File: src/rtl/axa_undo_stack_if.sv
// Handshake bundle for the AXA undo stack: push/pop/indexed-read requests and status.
// The master drives requests; the slave (the stack) returns data and occupancy.
interface axa_undo_stack_if #(
    parameter int WIDTH = 16,
    parameter int PTR_W = 4
);
    logic             push_en;
    logic [WIDTH-1:0] push_data;
    logic             pop_en;
    logic             pop_valid;
    logic [WIDTH-1:0] pop_data;
    logic             rd_en;
    logic [PTR_W-1:0] rd_off;
    logic             rd_valid;
    logic [WIDTH-1:0] rd_data;
    logic             commit;
    logic [PTR_W:0]   count;
    logic             empty;
    logic             full;
    logic             overflow;
    logic             underflow;

    modport master (
        output push_en, push_data, pop_en, rd_en, rd_off, commit,
        input  pop_valid, pop_data, rd_valid, rd_data, count, empty, full,
               overflow, underflow
    );

    modport slave (
        input  push_en, push_data, pop_en, rd_en, rd_off, commit,
        output pop_valid, pop_data, rd_valid, rd_data, count, empty, full,
               overflow, underflow
    );
endinterface

File: src/rtl/axa_undo_stack.sv
// Circular undo stack with registered pop / offset-read paths, commit and overflow reporting.
// Define AXA_UNDO_OVERFLOW_TRAP_EN to refuse pushes while full and make overflow sticky.
module axa_undo_stack #(
    parameter int WIDTH = 16,
    parameter int DEPTH = 16,
    parameter int PTR_W = 4
) (
    input logic               clk,
    input logic               reset,
    axa_undo_stack_if.slave   bus
);
    localparam logic [PTR_W:0]   DEPTH_C = (PTR_W+1)'(DEPTH);
    localparam logic [PTR_W-1:0] ONE_P   = PTR_W'(1);
    localparam logic [PTR_W:0]   ONE_C   = (PTR_W+1)'(1);

    logic [WIDTH-1:0] mem [DEPTH];

    logic [PTR_W-1:0] sp_q, sp_d;
    logic [PTR_W:0]   count_q, count_d;
    logic             pop_valid_q;
    logic [WIDTH-1:0] pop_data_q;
    logic             rd_valid_q;
    logic [WIDTH-1:0] rd_data_q;
    logic             overflow_q, overflow_d;
    logic             underflow_q, underflow_d;

    logic             empty_c, full_c, pop_ok, ovf_pulse, wr_en, rd_hit;
    logic [PTR_W-1:0] top_idx, rd_idx, wr_idx;

    always_comb begin
        empty_c     = (count_q == '0);
        full_c      = (count_q == DEPTH_C);
        top_idx     = sp_q - ONE_P;
        rd_idx      = top_idx - bus.rd_off;
        rd_hit      = ({1'b0, bus.rd_off} < count_q);
        // Commit swallows a same-cycle pop without reporting underflow.
        pop_ok      = bus.pop_en && !bus.commit && !empty_c;
        underflow_d = bus.pop_en && !bus.commit && empty_c;

        sp_d      = sp_q;
        count_d   = count_q;
        wr_en     = 1'b0;
        wr_idx    = sp_q;
        ovf_pulse = 1'b0;

        if (bus.commit) begin
            count_d = '0;
            if (bus.push_en) begin
                wr_en   = 1'b1;
                sp_d    = sp_q + ONE_P;
                count_d = ONE_C;
            end
        end else if (pop_ok) begin
            if (bus.push_en) begin
                // Push+pop replaces the top entry in place.
                wr_en  = 1'b1;
                wr_idx = top_idx;
            end else begin
                sp_d    = top_idx;
                count_d = count_q - ONE_C;
            end
        end else if (bus.push_en) begin
            if (full_c) begin
                ovf_pulse = 1'b1;
`ifndef AXA_UNDO_OVERFLOW_TRAP_EN
                wr_en = 1'b1;
                sp_d  = sp_q + ONE_P;
`endif
            end else begin
                wr_en   = 1'b1;
                sp_d    = sp_q + ONE_P;
                count_d = count_q + ONE_C;
            end
        end

`ifdef AXA_UNDO_OVERFLOW_TRAP_EN
        overflow_d = bus.commit ? 1'b0 : (overflow_q | ovf_pulse);
`else
        overflow_d = ovf_pulse;
`endif
    end

    always_ff @(posedge clk) begin
        if (reset) begin
            sp_q        <= '0;
            count_q     <= '0;
            pop_valid_q <= 1'b0;
            pop_data_q  <= '0;
            rd_valid_q  <= 1'b0;
            rd_data_q   <= '0;
            overflow_q  <= 1'b0;
            underflow_q <= 1'b0;
        end else begin
            sp_q        <= sp_d;
            count_q     <= count_d;
            overflow_q  <= overflow_d;
            underflow_q <= underflow_d;
            pop_valid_q <= pop_ok;
            if (pop_ok) begin
                pop_data_q <= mem[top_idx];
            end
            if (bus.rd_en) begin
                rd_valid_q <= rd_hit;
                rd_data_q  <= rd_hit ? mem[rd_idx] : '0;
            end else begin
                rd_valid_q <= 1'b0;
            end
        end
    end

    // Storage is never cleared; only the write is gated by reset.
    always_ff @(posedge clk) begin
        if (wr_en && !reset) begin
            mem[wr_idx] <= bus.push_data;
        end
    end

    assign bus.pop_valid = pop_valid_q;
    assign bus.pop_data  = pop_data_q;
    assign bus.rd_valid  = rd_valid_q;
    assign bus.rd_data   = rd_data_q;
    assign bus.count     = count_q;
    assign bus.empty     = empty_c;
    assign bus.full      = full_c;
    assign bus.overflow  = overflow_q;
    assign bus.underflow = underflow_q;
endmodule

File: src/flat_wrapper.sv
// flat-port wrapper written by rule: the top's interface ports become plain ports
module axa_undo_stack_flat 
#(
    parameter int WIDTH = 16,
    parameter int DEPTH = 16,
    parameter int PTR_W = 4
)
  (clk, reset, bus_push_en, bus_push_data, bus_pop_en, bus_rd_en, bus_rd_off, bus_commit, bus_pop_valid, bus_pop_data, bus_rd_valid, bus_rd_data, bus_count, bus_empty, bus_full, bus_overflow, bus_underflow);
  axa_undo_stack_if #(.WIDTH(WIDTH), .PTR_W(PTR_W)) bus_i ();
  input logic clk;
  input logic reset;
  input wire logic [$bits(bus_i.push_en)-1:0] bus_push_en;
  input wire logic [$bits(bus_i.push_data)-1:0] bus_push_data;
  input wire logic [$bits(bus_i.pop_en)-1:0] bus_pop_en;
  input wire logic [$bits(bus_i.rd_en)-1:0] bus_rd_en;
  input wire logic [$bits(bus_i.rd_off)-1:0] bus_rd_off;
  input wire logic [$bits(bus_i.commit)-1:0] bus_commit;
  output wire logic [$bits(bus_i.pop_valid)-1:0] bus_pop_valid;
  output wire logic [$bits(bus_i.pop_data)-1:0] bus_pop_data;
  output wire logic [$bits(bus_i.rd_valid)-1:0] bus_rd_valid;
  output wire logic [$bits(bus_i.rd_data)-1:0] bus_rd_data;
  output wire logic [$bits(bus_i.count)-1:0] bus_count;
  output wire logic [$bits(bus_i.empty)-1:0] bus_empty;
  output wire logic [$bits(bus_i.full)-1:0] bus_full;
  output wire logic [$bits(bus_i.overflow)-1:0] bus_overflow;
  output wire logic [$bits(bus_i.underflow)-1:0] bus_underflow;
  assign bus_i.push_en = bus_push_en;
  assign bus_i.push_data = bus_push_data;
  assign bus_i.pop_en = bus_pop_en;
  assign bus_i.rd_en = bus_rd_en;
  assign bus_i.rd_off = bus_rd_off;
  assign bus_i.commit = bus_commit;
  assign bus_pop_valid = bus_i.pop_valid;
  assign bus_pop_data = bus_i.pop_data;
  assign bus_rd_valid = bus_i.rd_valid;
  assign bus_rd_data = bus_i.rd_data;
  assign bus_count = bus_i.count;
  assign bus_empty = bus_i.empty;
  assign bus_full = bus_i.full;
  assign bus_overflow = bus_i.overflow;
  assign bus_underflow = bus_i.underflow;
  axa_undo_stack #(.WIDTH(WIDTH), .DEPTH(DEPTH), .PTR_W(PTR_W)) u_core (.clk(clk), .reset(reset), .bus(bus_i));
endmodule
File: config.mk
export PLATFORM = sky130hd
export DESIGN_NAME = axa_undo_stack_flat
export DESIGN_NICKNAME = d
export VERILOG_FILES = /design/src/rtl/axa_undo_stack_if.sv /design/src/rtl/axa_undo_stack.sv /design/src/flat_wrapper.sv
export SDC_FILE = /design/constraint.sdc
export NUM_CORES = 1
export LEC_CHECK = 0
export CORE_ASPECT_RATIO = 1.1
export CORE_MARGIN = 8
export CORE_UTILIZATION = 45
export DETAILED_ROUTE_END_ITERATION = 16
export DONT_BUFFER_PORTS = 1
export GPL_TIMING_DRIVEN = 0
export MAX_ROUTING_LAYER = met4
export PLACE_DENSITY = 0.62
export SLEW_MARGIN = 20
export SYNTH_ARGS = -nofsm -noshare
export SYNTH_HDL_FRONTEND = slang
export SYNTH_SLANG_ARGS = --single-unit
File: constraint.sdc
create_clock -name clk -period 3.5 [get_ports clk]
set_input_delay 0.525 -clock clk [delete_from_list [all_inputs] [get_ports clk]]
set_output_delay 0.525 -clock clk [all_outputs]
set_load 0.005 [all_outputs]
### Word-level counts from Yosys, hierarchy flattened

Memory sizes are Yosys's and may differ from the RTL's. A register that Yosys moved wholly into a read port is not among the register bits.
Index checks and enable logic that the tools add are counted.

| operators by class | value |
|---|---|
| order comparisons | 1 |
| reduce and logical (&&, ||, !) cells | 12 |
| mux-type cells | 18 |
| eq/ne operators | 3 |
| bitwise operators | 2 |
| $add $sub $neg | 5 |

Operators with widths:

| kind | number |
|---|---|
| $mux W4 | 7 |
| $mux W5 | 5 |
| $mux W16 | 1 |
| $add A5 B1 Y5 const B | 1 |
| $eq A5 B5 Y1 const B | 1 |
| $logic_not A5 Y1 | 1 |
| $lt A4 B5 Y1 | 1 |
| $mux W1 | 5 |
| $sub A5 B1 Y5 const B | 1 |
| $add A4 B1 Y4 const B | 1 |
| $logic_and A1 B1 Y1 | 4 |
| $reduce_or A4 Y1 | 1 |
| $sub A4 B1 Y4 const B | 1 |
| $sub A4 B4 Y4 | 1 |
| $logic_not A1 Y1 | 3 |
| $ne A3 B2 Y1 const B | 1 |
| $ne A3 B3 Y1 const B | 1 |
| $reduce_and A3 Y1 | 1 |
| $reduce_bool A3 Y1 | 1 |
| $not A1 Y1 | 2 |
| $reduce_or A2 Y1 | 1 |

| storage, ports and cells | value |
|---|---|
| RAM bits | 256 |
| memories kept | 1 |
| bits of input ports | 26 |
| bits in registers | 29 |
| output and inout bits | 43 |

Memory list:

| name | depth | bits a word | rd ports | clocked after memory_dff | wr ports | RTL line | text |
|---|---|---|---|---|---|---|---|
| u_core.mem | 16 | 16 | 2 | 1 | 1 | axa_undo_stack.sv:16 | `logic [WIDTH-1:0] mem [DEPTH];` |

### Logic depth before layout (Yosys ltp)

Gate-level depths: netlist of run 1.

| logic depth | value |
|---|---|
| depth in word-level cells | 5 |
| mapped depth | 15 |
| depth with buffers taken out | 10 |

### Worst setup path after synthesis of run 1

OpenSTA, ideal clock, no wires.

| timing path | value |
|---|---|
| kind | reg-to-reg |
| from | register u_core.sp_q[0] |
| to | register u_core.rd_data_q[10], in the netlist u_core.bus.rd_data[10] |
| buffers on the path | 5 |
| clock period less this slack | 3,662 ps |
| setup slack | -162 ps |
| data required time | 3,383 ps |
| data arrival time | 3,544 ps |
| stages on the path, launching flop included | 16 |
| cell sequence | dfxtp_1 > buf_2 > buf_1 > inv_1 > ha_1 > clkbuf_1 > clkbuf_1 > inv_1 > ha_1 > nor2b_1 > o21ai_0 > nand2b_1 > xor2_1 > buf_2 > nand3_1 > a32o_1 |

| on the way | value |
|---|---|
| word-level cells in the longest chain between the ends | 4 |

Ends and longest elaborated chain:

| element | RTL line | text |
|---|---|---|
| from (decl) | axa_undo_stack.sv:18 | `logic [PTR_W-1:0] sp_q, sp_d;` |
| from (signal assigned) | axa_undo_stack.sv:94 | `sp_q <= sp_d;` |
| $sub A4 B1 Y4 | axa_undo_stack.sv:33 | `top_idx = sp_q - ONE_P;` |
| $sub A4 B4 Y4 | axa_undo_stack.sv:34 | `rd_idx = top_idx - bus.rd_off;` |
| $mem_v2 Z16 W16 | -- |  |
| $mux W16 | axa_undo_stack.sv:104 | `rd_data_q <= rd_hit ? mem[rd_idx] : '0;` |
| to (signal assigned) | axa_undo_stack.sv:104 |  |
| to (decl) | axa_undo_stack.sv:23 | `logic [WIDTH-1:0] rd_data_q;` |

No other way between the ends.
A chain may end at the register's enable or synchronous reset.

### Worst setup path after layout of run 1

| timing path | value |
|---|---|
| from | register u_core.sp_q[0] |
| to | register u_core.rd_data_q[15], in the netlist u_core.bus.rd_data[15] |

Same word-level chain as after synthesis.

==> results of run 1 <==
[state kept, by name (all words and copies together), names as in the netlist]
signal                cells
u_core.bus.pop_data      16
u_core.bus.underflow      1
u_core.bus.rd_data       16
u_core.bus.pop_valid      1
u_core.sp_q               4
u_core.bus.overflow       1
u_core.bus.count          5
u_core.mem              256
u_core.bus.rd_valid       1
[power by group through the flow]
stage          Sequential, µW  Combinational, µW  Clock, µW
4_1_cts                  4120               4460       3490
3_3_place_gp             4190               4060          0
6_report                 4110               4560       3480
5_1_grt                  4130               4810       3620
2_1_floorplan            4150               2840          0
3_5_place_dp             4190               4120          0
[final cells by class]
| cell class | instances | share of cell area, % |
|---|---|---|
| Sequential cell | 301 | 53.7 |
| Multi-Input combinational cell | 459 | 32.2 |
| Clock buffer | 33 | 4.90 |
| Tap cell | 414 | 3.24 |
| Buffer | 55 | 2.04 |
| Clock inverter | 23 | 1.83 |
| Inverter | 46 | 1.08 |
| Timing Repair Buffer | 12 | 0.923 |
| Antenna cell | 1 | 0.0157 |
[layer usage]
| layer | part of all wire (%) | track usage, % |
|---|---|---|
| met1 | 39 | 25.6 |
| met2 | 50 | 33.6 |
| met3 | 8.1 | 4.60 |
| met4 | 2.4 | 5.85 |
| met5 | 0 | - |
[cells in the mapped netlist, types with 2 or more instances]
| cell type | number |
|---|---|
| a21oi_1 | 6 |
| o21ai_0 | 14 |
| nor2b_1 | 34 |
| a32o_1 | 16 |
| buf_1 | 5 |
| nand2_1 | 57 |
| xnor2_1 | 13 |
| a31oi_1 | 4 |
| buf_2 | 19 |
| xor2_1 | 2 |
| nor3_1 | 14 |
| nor2_1 | 47 |
| and2_1 | 2 |
| inv_1 | 45 |
| mux2i_1 | 18 |
| mux4_2 | 128 |
| o22ai_1 | 16 |
| and3_1 | 6 |
| nor4_1 | 16 |
| dfxtp_1 | 45 |
| xnor2_2 | 2 |
| edfxtp_1 | 256 |
| nand3_1 | 19 |
| clkbuf_1 | 30 |
| nand2b_1 | 5 |
| o21ai_1 | 2 |
| ha_1 | 10 |
| a21o_1 | 2 |
| nand4_1 | 2 |
[kinds of logic after synthesis]
| family | count (synthesis) | synth area share (%) |
|---|---|---|
| compound gates | 75 | 4.07 |
| xor+xnor | 17 | 1.17 |
| fa+ha+maj | 11 | 1.04 |
| buf+inv | 103 | 3.05 |
| flops | 301 | 61.4 |
| mux | 146 | 21.9 |
| simple gates | 210 | 7.31 |
[final timing paths]
check	from	to	slack, ps
worst max-delay path	u_core.sp_q[0]$_SDFFE_PP0P_	u_core.bus.rd_data[15]$_SDFFE_PP0P_	180
worst min-delay path	bus_push_data[3]	u_core.mem[7][3]$_DFFE_PP_	60
worst max register to register	u_core.sp_q[0]$_SDFFE_PP0P_	u_core.bus.rd_data[15]$_SDFFE_PP0P_	180
worst min register to register	u_core.bus.rd_data[6]$_SDFFE_PP0P_	u_core.bus.rd_data[6]$_SDFFE_PP0P_	500
[layout by cell type (no fill, tap or decap), types with 13 or more instances in the layout]
master,n
nand2_1,57
clkbuf_16,31
o22ai_1,16
buf_2,19
o21ai_0,13
nor2b_1,34
nand3_1,19
inv_1,45
nor3_1,14
mux2i_1,15
nor4_1,16
clkbuf_1,19
a32o_1,16
nor2_1,33
mux4_2,128
edfxtp_1,256
dfxtp_1,44
[what timing repair did]
item | CTS | global route
endpoints found under the setup margin | 288 | 27
gates cloned | 0 | 0
hold buffers | 0 | 0
pin swaps | 3 | 1
resized for setup | 38 | 25
buffers inserted | 6 | 0
[per-stage QoR]
| step | hold slack, ps | cells | setup WS, ps | instance area (µm²) |
|---|---|---|---|---|
| finish | 55.1 | 1344 | 180 | 16000 |
| CTS | 43.6 | 1344 | 9.63 | 15900 |
| detailed placement | 501 | 1283 | -1210 | 14700 |
| global route | 37.2 | 1344 | 77.3 | 16000 |
| floorplan | 466 | 863 | 104 | 14000 |
| global placement | 500 | 1277 | -1220 | 14500 |
[critical path, stage by stage (launching register included)]
cell	delay (ps)
dfxtp_4	400
buf_8	200
inv_1	140
ha_4	210
nand2b_1	150
nand2_1	70
ha_2	320
xnor2_4	260
buf_6	270
mux4_2	530
mux2i_1	270
nand2_1	110
a32o_1	260
==> impl_metrics.toml, run 1 <==
[synthesis]
yosysTopAreaCell = "edfxtp_1"
synthesis.area_mm2 = 0.0140
synth-warning-count = 0
synthCells = 863
synth_cell_types = 57
post_synth_main_area_contributors = "edfxtp_1 (55%), mux4_2 (21%), dfxtp_1 (6.4%)"
synth.yosys.seq_area_share_pct = 61.4
ys_seq_elements = 301
ys_async_sr_fraction_pct = 0
yosysTopAreaCellShare_pct = 55.0
synth_flop_cell = "edfxtp_1"
syn_area_per_cell_um2 = 16.2
synth_nets = 900
synth-edff-count = 256

[sta]
worstMarginPinSlew_ps = 1040
fin_crit_ps = 3320
fin_setup_tns_ps = 0
slew_headroom_pct = 30.7
slew_viol_final = 0
rsz0062_at_grt = "false"
fmaxAchievable_ghz = 0.301
period_share_pct = 94.9
setup_viol = 0
skew_ps = 19.1
hold_viol_final = 0

[grt]
antenna_found_initial = 1
grt_pass1_vias = 8190
grt_remaining_overflow = 0
grt_use_total_pct = 20.6
grt_pass1_wl_um = 54200
grt_start_max_net_pins = 17

[clocking]
clkTransAtPathRegs_ps = 70
cts_buffers = 30
cts_max_path_buffers = 3
cts_num_sinks = 301
cts_tree = "done"
htreeDepth = 1
clk_latency_ps = 560
clock-root-buffer = "clkbuf_16"

[die]
rows = 67
pin_count = 69
die_width_um = 184
dieHeight_um = 201
die_area_mm2 = 0.0370
initial_core_util_pct = 45.8
core_area_mm2 = 0.0305

[power]
power.share.clock_pct = 28.6
peakVddDrop_mv = 0.420
powerDensity_mw_per_mm2 = 760
p_sw_uw = 4060
cellLeakagePower_uw = 0.00526
switching_share_pct = 33.4
seqPwrFrac_pct = 33.8
pwr-share-comb_pct = 37.5
power_uw = 12100
power.internal_uw = 8090

[final_layout]
multi_input_area_mm2 = 0.00515
areaGrowthSynthToFinish_pct = 14.4
drive_gt1_share_pct = 28.7
post-route-util_pct = 52.4
nets = 942
fill_cells = 2492
seq_area_mm2 = 0.00859

[routing]
wire_per_inst_um = 27.8
drc = 0
first_iter_violations = 808
antenna_left = 0
avgViaCountPerCell = 6.09
drtPass1Iterations = 5
vias = 8191
drt_wl_total_um = 37400

[worst_setup_path]
cp_max_fo = 19
start_kind = "flop"
r2r_cells = 12
critPathCaptureType = "flop"
cp.required_ps = 3960
cp_data_arrival_time_ps = 3780
path_class = "reg -> reg"

[min_path]
hold_class = "in -> reg"
hold_depth = 0

[job]
max-cap-violations = 0

[placed_design]
finalWeightedCongestion = 0.830
dp_hpwl_um = 25300
io_buffers = 0

[status]
outcome = "completed"
Note: power is estimated with default switching activity, not from simulation.
==> run 2: changes to the inputs <==
Settings changed: CELL_PAD_IN_SITES_DETAIL_PLACEMENT set to 2, CELL_PAD_IN_SITES_GLOBAL_PLACEMENT set to 2, PLACE_DENSITY 0.62 to 0.76.
Clock period 3.5 ns to 3.48 ns, I/O delays scaled along.
==> run 2 against run 1 <==
Against the previous run:
- cell area down 0.20%
- clock power shrank 4%
- register-to-register slack worse by 100 ps
- sequential share of layout area grew 0.11 points
- largest cell class unchanged
==> impl_metrics.toml, run 2 (synthesized netlist as in run 1, its figures left out) <==
[status]
outcome = "completed"

[sta]
fmaxAchievable_ghz = 0.294
timing.hold.ws_ps = 43.8
slew_viol_final = 0
skew_ps = 9.71
rsz0062_at_grt = "true"
setup_viol = 0
hold_viol_final = 0
fin_crit_ps = 3400
period_share_pct = 97.8
slew_headroom_pct = 37.9
worstMarginPinSlew_ps = 928

[routing]
wire_per_inst_um = 34.7
drtPass1Iterations = 5
drc = 0
antenna_left = 0
first_iter_violations = 732
avgViaCountPerCell = 6.50
drt_wl_total_um = 46500
vias = 8716

[worst_setup_path]
worst_path_largest_cell_delay_ps = 710
cp_max_fo = 16
cp_cell_sequence = "or4_1 -> buf_2 -> o21ai_4 -> inv_2 -> nand3_1 -> xnor2_1 -> nand2_1 -> nor2_4"
r2r_start = "u_core.bus.count[1]$_SDFFE_PP0P_"
r2r_cells = 8
critPathCaptureType = "flop"
cpMaxStageDelayCell = "nor2_4"
crit_start = "u_core.bus.count[1]$_SDFFE_PP0P_"
cp.required_ps = 3680
start_kind = "flop"
path_class = "reg -> reg"
cp_data_arrival_time_ps = 3600

[clocking]
clk_latency_ps = 570
cts_tree = "done"
cts_num_sinks = 301
htreeDepth = 1
clock-root-buffer = "clkbuf_16"
clkTransAtPathRegs_ps = 70
cts_hold_buf = 0
cts_max_path_buffers = 3
cts_buffers = 31

[final_layout]
areaGrowthSynthToFinish_pct = 14.2
largest_reg_flops = 256
top_register = "u_core.mem"
drive_gt1_share_pct = 28.7
mostFrequentLayoutCells = "edfxtp_1 (256), mux4_2 (128), nand2_1 (56), inv_1 (44), dfxtp_1 (44)"
mostFrequentLayoutCell = "edfxtp_1"
nets = 940
post-route-util_pct = 52.3

[min_path]
hold_depth = 0
hold_class = "in -> reg"
min_from = "bus_push_data[11]"

[grt]
grt_remaining_overflow = 0
grt_pass1_wl_um = 68400
grt_use_total_pct = 26.0
grt_pass1_vias = 9745
grt_start_max_net_pins = 17
antenna_found_initial = 1

[power]
powerDensity_mw_per_mm2 = 781
peakVddDrop_mv = 0.396
power_uw = 12500
cellLeakagePower_uw = 0.00521

[die]
die_area_mm2 = 0.0370
core_area_mm2 = 0.0305
pin_count = 69
initial_core_util_pct = 45.8
die_width_um = 184
rows = 67
dieHeight_um = 201

[placed_design]
dp_hpwl_um = 31200
io_buffers = 0
finalWeightedCongestion = 0.814

[job]
max-cap-violations = 0
==> run 2: through the flow <==
stage	area [µm²]	setup TNS, ps	setup slack (ps)	std cells
floorplan	14000	0	84.2	863
global placement	14500	-308910	-1390	1277
detailed placement	14600	-199500	-1580	1279
CTS	15900	0	14.3	1339
global route	16000	-51.4	-35.5	1341
finish	16000	0	78.1	1341
==> run 2: where the power goes <==
group          internal, µW  total (µW)  switching [µW]  leakage [µW]
sequential             4040        4150             105       0.00267
clock                  1900        3340            1440      0.000491
combinational          2050        4970            2910       0.00204
==> run 2: worst paths after layout <==
path	endpoint	slack [ps]
worst min register to register	u_core.bus.pop_data[10]$_SDFFE_PP0P_	520
worst min-delay path	u_core.mem[9][11]$_DFFE_PP_	40
worst max register to register	u_core.mem[5][1]$_DFFE_PP_	80
worst max-delay path	u_core.mem[5][1]$_DFFE_PP_	80
==> run 2: critical path, delay by kind of cell (launching register included) <==
| family | cells | cell delay [ps] |
|---|---|---|
| and+or+nand+nor | 4 | 1780 |
| DFF | 1 | 400 |
| xor gates and xnor gates | 1 | 280 |
| AOI/OAI and AO/OA | 1 | 250 |
| buffers and inverters | 2 | 320 |
==> run 2: area by class of cell <==
class,instances,area [µm²]
Buffer,55,350
Antenna cell,1,2.50
Sequential cell,301,8590
Tap cell,414,518
Multi-Input combinational cell,459,5230
Timing Repair Buffer,9,87.6
Inverter,46,176
Fill cell,2682,14600
Clock buffer,43,881
Clock inverter,13,120
==> run 2: per-layer routing <==
layer / up-vias / track usage (%) / share of wire, %
met2: 414 / 43.4 / 51
met4: 0 / 8.48 / 3.2
met1: 4673 / 31.3 / 39
met3: 105 / 5.30 / 7.5
met5: - / - / 0
li1: 3524 / - / -
==> run 2: what timing repair did <==
item | in CTS | in global routing
pin swaps | 3 | 1
resized for setup | 65 | 13
endpoints found under the setup margin | 288 | 75
buffers inserted | 5 | 2
